<file path="src/rtl/program_loader.sv">
// Byte-stream program loader: assembles little-endian words into instruction memory
// and sequences core reset, run, single-step and halt.
//
// state | meaning
// IDLE  | core halted, waiting for a command byte
// LOAD  | assembling received bytes into words and writing them
// RUN   | core free-running until the pipeline retires a halt
// STEP  | core released for exactly one cycle
// DONE  | core halted after finishing; only a new load is accepted
module program_loader #(
  parameter int          ADDR_WIDTH = 8,
  parameter logic [31:0] END_MARKER = 32'hFFFF_FFFF,
  parameter logic [7:0]  CMD_LOAD   = 8'h4C,
  parameter logic [7:0]  CMD_RUN    = 8'h52,
  parameter logic [7:0]  CMD_STEP   = 8'h53
) (
  input  logic        i_clk,
  input  logic        i_reset,
  input  logic [7:0]  i_rx_data,
  input  logic        i_rx_valid,
  input  logic        i_pipeline_halted,
  output logic        o_write_instruction,
  output logic [31:0] o_instruction,
  output logic [31:0] o_address,
  output logic        o_halt,
  output logic        o_core_reset,
  output logic        o_overflow,
  output logic [2:0]  o_state
);

  typedef enum logic [2:0] {
    S_IDLE = 3'd0,
    S_LOAD = 3'd1,
    S_RUN  = 3'd2,
    S_STEP = 3'd3,
    S_DONE = 3'd4
  } state_t;

  state_t                state_q, state_d;
  logic [1:0]            byte_cnt_q, byte_cnt_d;
  logic [ADDR_WIDTH-3:0] word_cnt_q, word_cnt_d;
  logic [23:0]           part_q, part_d;
  logic                  finish_q, finish_d;
  logic                  write_q, write_d;
  logic [31:0]           instr_q, instr_d;
  logic [31:0]           addr_q, addr_d;
  logic                  halt_q, halt_d;
  logic                  core_reset_q, core_reset_d;
  logic                  overflow_q, overflow_d;
  logic [31:0]           asm_word;
  logic                  start_load;

  always_comb begin
    state_d      = state_q;
    byte_cnt_d   = byte_cnt_q;
    word_cnt_d   = word_cnt_q;
    part_d       = part_q;
    finish_d     = finish_q;
    write_d      = 1'b0;
    instr_d      = instr_q;
    addr_d       = addr_q;
    core_reset_d = 1'b0;
    overflow_d   = overflow_q;
    asm_word     = {i_rx_data, part_q};
    start_load   = 1'b0;

    case (state_q)
      S_IDLE: begin
        if (i_rx_valid) begin
          if (i_rx_data == CMD_LOAD)      start_load = 1'b1;
          else if (i_rx_data == CMD_RUN)  state_d = S_RUN;
          else if (i_rx_data == CMD_STEP) state_d = S_STEP;
        end
      end
      S_LOAD: begin
        if (finish_q) begin
          // Write cycle of the final word: it ends the load either as the
          // marker or as the last word that fits, which is an overflow.
          state_d    = S_IDLE;
          finish_d   = 1'b0;
          overflow_d = (instr_q != END_MARKER);
        end else if (i_rx_valid) begin
          case (byte_cnt_q)
            2'd0: part_d[7:0]   = i_rx_data;
            2'd1: part_d[15:8]  = i_rx_data;
            2'd2: part_d[23:16] = i_rx_data;
            default: begin
              write_d    = 1'b1;
              instr_d    = asm_word;
              addr_d     = 32'({word_cnt_q, 2'b00});
              word_cnt_d = word_cnt_q + 1'b1;
              part_d     = '0;
              finish_d   = (asm_word == END_MARKER) || (&word_cnt_q);
            end
          endcase
          byte_cnt_d = byte_cnt_q + 2'd1;
        end
      end
      S_RUN: begin
        if (i_pipeline_halted) state_d = S_DONE;
      end
      S_STEP: begin
        state_d = i_pipeline_halted ? S_DONE : S_IDLE;
      end
      S_DONE: begin
        if (i_rx_valid && (i_rx_data == CMD_LOAD)) start_load = 1'b1;
      end
      default: state_d = S_IDLE;
    endcase

    if (start_load) begin
      state_d      = S_LOAD;
      core_reset_d = 1'b1;
      word_cnt_d   = '0;
      byte_cnt_d   = '0;
      part_d       = '0;
      finish_d     = 1'b0;
      overflow_d   = 1'b0;
    end

    halt_d = (state_d != S_RUN) && (state_d != S_STEP);
  end

  always_ff @(posedge i_clk) begin
    if (!i_reset) begin
      state_q      <= S_IDLE;
      byte_cnt_q   <= '0;
      word_cnt_q   <= '0;
      part_q       <= '0;
      finish_q     <= 1'b0;
      write_q      <= 1'b0;
      instr_q      <= '0;
      addr_q       <= '0;
      halt_q       <= 1'b1;
      core_reset_q <= 1'b1;
      overflow_q   <= 1'b0;
    end else begin
      state_q      <= state_d;
      byte_cnt_q   <= byte_cnt_d;
      word_cnt_q   <= word_cnt_d;
      part_q       <= part_d;
      finish_q     <= finish_d;
      write_q      <= write_d;
      instr_q      <= instr_d;
      addr_q       <= addr_d;
      halt_q       <= halt_d;
      core_reset_q <= core_reset_d;
      overflow_q   <= overflow_d;
    end
  end

  assign o_write_instruction = write_q;
  assign o_instruction       = instr_q;
  assign o_address           = addr_q;
  assign o_halt              = halt_q;
  assign o_core_reset        = core_reset_q;
  assign o_overflow          = overflow_q;
  assign o_state             = state_q;

endmodule
</file>
<file path="config.mk">
export PLATFORM = sky130hd
export DESIGN_NAME = program_loader
export DESIGN_NICKNAME = d
export VERILOG_FILES = /design/src/rtl/program_loader.sv
export SDC_FILE = /design/constraint.sdc
export NUM_CORES = 1
export LEC_CHECK = 0
export ABC_AREA = 1
export CORE_UTILIZATION = 25
export DETAILED_ROUTE_END_ITERATION = 10
export GPL_TIMING_DRIVEN = 1
export SYNTH_ARGS = -nofsm -noshare
export SYNTH_HDL_FRONTEND = slang
export SYNTH_SLANG_ARGS = --single-unit
export TNS_END_PERCENT = 100
</file>
<file path="constraint.sdc">
create_clock -name i_clk -period 2.1 [get_ports i_clk]
set_input_delay 0.42 -clock i_clk [delete_from_list [all_inputs] [get_ports i_clk]]
set_output_delay 0.42 -clock i_clk [all_outputs]
set_load 0.01 [all_outputs]
</file>
==> impl_metrics.py <==
metrics = {
    "setup_path": {
        "cp_num_cells": 1,
        "worstPathRequired_ns": 1.68,
        "critical_path.top_delay_family": "buffers and inverters",
        "critPathMaxStageDelay_ns": 0.60,
        "path_buf_inv": 1,
        "crit_type": "reg -> out",
        "r2r_cells": 7,
        "crit_path_start_kind": "register",
        "crit_arrival_ns": 1.43,
        "cp-end-kind": "primary output",
        "worstPathMaxFanout": 7,
        "crit_slowest_cell": "clkdlybuf4s50_1",
        "path_cells": "clkdlybuf4s50_1",
    },
    "place": {
        "portBuffers": 56,
        "dp.final_hpwl_mm": 6.70,
        "finalWeightedCongestion": 0.883,
        "dp.cells": 695,
        "place_ws_ns": 0.0657,
    },
    "power_and_ir_drop": {
        "p_leak_nw": 1.80,
        "netSwitchingFraction": 0.214,
        "share_comb_of_total_power": 0.038,
        "ir_drop_v": 0.000464,
        "p_sw_w": 0.000732,
        "p_int_w": 0.00269,
        "powerDensity_nw_per_um2": 763,
        "power.share.clock": 0.529,
        "seqPwrFrac": 0.433,
    },
    "logic_synthesis": {
        "synth_cell_types": 26,
        "synth_compound_area_frac": 0.138,
        "synthArstFlopShare": 0,
        "synthTopCellsByArea": "dfxtp_1 45%, nor2_1 14%, o21ai_0 11%",
        "synthTopCellsByCount": "125 x nor2_1, 78 x dfxtp_1, 78 x o21ai_0",
        "synth_area_leader_cell": "dfxtp_1",
        "synth_edf_count": 0,
        "syn_inst": 467,
        "synth_top_area_frac": 0.453,
        "synth-main-ff-cell": "dfxtp_1",
        "synthAdderAreaFrac": 0.0182,
        "synth-simple-area-share": 0.267,
        "yosysMostFrequentCell": "nor2_1",
        "synth_top_family_by_area": "simple AND/OR/NAND/NOR gates",
        "yosys_warnings": 0,
        "seq_area_frac_synth": 0.453,
        "ys_ff_latch": 78,
        "synthMuxAreaShare": 0,
        "synth_xor_area_frac": 0.00509,
        "avgSynthCellArea_um2": 7.38,
        "synth_area_um2": 3440,
    },
    "clocking": {
        "clkLatencyLatePin_ns": 0.33,
        "cts.sinks": 78,
        "htreeDepth": 3,
        "numCtsBuffers": 9,
        "tritoncts": "yes",
        "cts_hold_buf": 0,
        "post_cts_buffers": 0,
        "cts_resized": 0,
        "max-clock-path-buffers": 2,
        "clkTransAtPathRegs_ns": 0.06,
        "cts-root-buf": "clkbuf_16",
    },
    "run_status": {
        "status": "finished, final reports clean",
    },
    "die": {
        "initial_core_util": 0.258,
        "core_um2": 13300,
        "io_pins": 83,
        "die-area_um2": 14300,
        "row_count": 42,
        "die-width_um": 119,
        "dieHeight_um": 119,
    },
    "drt": {
        "routedWlPerCell_um": 13.0,
        "viasPerCell": 4.36,
        "drt_wl_total_mm": 9.24,
        "first_pass_iters": 5,
        "ant_nets": 0,
        "drt_iter0_drc": 243,
        "vias": 3099,
        "drc_errors": 0,
    },
    "cells_and_area": {
        "layout.nets": 547,
        "fin_util": 0.336,
        "area_growth_pct": 30.1,
        "n_antenna_cell": 0,
        "drive_above_1_share": 0.0785,
        "fin_cells": 711,
    },
    "grt": {
        "grt_pass1_wl_mm": 15.2,
        "antenna_found_initial": 0,
        "grt_pass1_vias": 2993,
        "grt_overflow": 0,
        "groute.usage.overall": 0.137,
        "grt_max_degree": 36,
    },
    "sta": {
        "fmax_mhz": 541,
        "timing.final.ws_setup_ns": 0.251,
        "whs_ns": 0.475,
        "period_share": 0.880,
        "tns_ns": 0,
        "slew_headroom": 0.621,
        "slew_violations": 0,
        "min_period_ns": 1.85,
        "fin_skew_ns": 0.00513,
        "setup_violations": 0,
        "tightest_slew_ns": 0.568,
        "hold_violations": 0,
        "rsz0062_at_grt": "no",
    },
    "min_path": {
        "hold_class": "reg -> reg",
        "worstHoldPathCells": 2,
    },
    "run": {
        "drv_cap": 0,
    },
}
## tightest hold or removal path: stages, from the launching register on
cell	delay, ns
dfxtp_1	0.31
nand2_1	0.06
a21oi_1	0.05
## cells by family after synthesis
family	count (synthesis)
AND/OR/NAND/NOR	217
AO/OA/AOI/OAI	95
flip-flops	78
buffers and inverters	69
adder cells (fa/ha/maj)	5
XOR/XNOR	2
other	1
## power by group through the flow
| stage | clock network, W | registers [W] | logic (W) |
|---|---|---|---|
| 2_1_floorplan | 0 | 0.00152 | 0.0000985 |
| 3_3_place_gp | 0 | 0.00152 | 0.000128 |
| 3_5_place_dp | 0 | 0.00152 | 0.000128 |
| 4_1_cts | 0.00184 | 0.00148 | 0.000129 |
| 5_1_grt | 0.00191 | 0.00148 | 0.000143 |
| 6_report | 0.00181 | 0.00148 | 0.000130 |
## cell usage in the layout, fill, tap and decap left out, types with 2 or more instances in the layout
| master | instances |
|---|---|
| clkbuf_16 | 9 |
| nand3_1 | 7 |
| nand2_2 | 2 |
| a21oi_1 | 16 |
| inv_2 | 2 |
| nand2_1 | 60 |
| nand4_1 | 10 |
| bufinv_16 | 3 |
| clkinvlp_4 | 3 |
| xor2_1 | 2 |
| conb_1 | 26 |
| nor3_1 | 5 |
| inv_1 | 23 |
| nor2_1 | 125 |
| dfxtp_1 | 78 |
| nor2_2 | 2 |
| clkdlybuf4s50_1 | 56 |
| ha_1 | 5 |
| o21ai_0 | 78 |
| nor2_4 | 2 |
| buf_4 | 14 |
## final timing paths
path / start / endpoint / slack (ns)
max: o_state[0]$_SDFF_PN0_ / o_state[0] / 0.25
min: o_address[2]$_SDFFE_PN0P_ / o_address[2]$_SDFFE_PN0P_ / 0.47
max reg2reg: byte_cnt_q[0]$_SDFFE_PP0P_ / word_cnt_q[4]$_SDFFE_PP0P_ / 0.59
min reg2reg: o_address[2]$_SDFFE_PN0P_ / o_address[2]$_SDFFE_PN0P_ / 0.47
## registers in the layout, summed over array words and instances (netlist names), 2 cells and up
name and flops:
o_instruction 32, part_q 24, o_address 6, word_cnt_q 6, o_state 3, byte_cnt_q 2
## area by class of cell
class	instances	area (um^2)
timing repair buffer	71	686
sequential	78	1560
clock buffer	9	225
clock inverter	7	121
fill	1421	8870
tap	176	220
inverter	25	93.8
multi-input combinational	345	1570
## metal layers
metal	wire (um)	up-vias	share of wire	global-route usage
met3	587	10	0.064	0.0455
met5	0	-	0	0
met2	3880	97	0.42	0.199
met1	4660	1409	0.50	0.193
met4	102	0	0.011	0.0344
li1	-	1583	-	-
## metrics by stage
stage	power (W)	cell area, um^2
after detailed placement	0.00164	4140
final	0.00342	4480
after global routing	0.00354	4480
after floorplan	0.00161	3540
after global placement	0.00164	4140
after CTS	0.00345	4480
No activity file was read; power rests on OpenSTA's default activity.
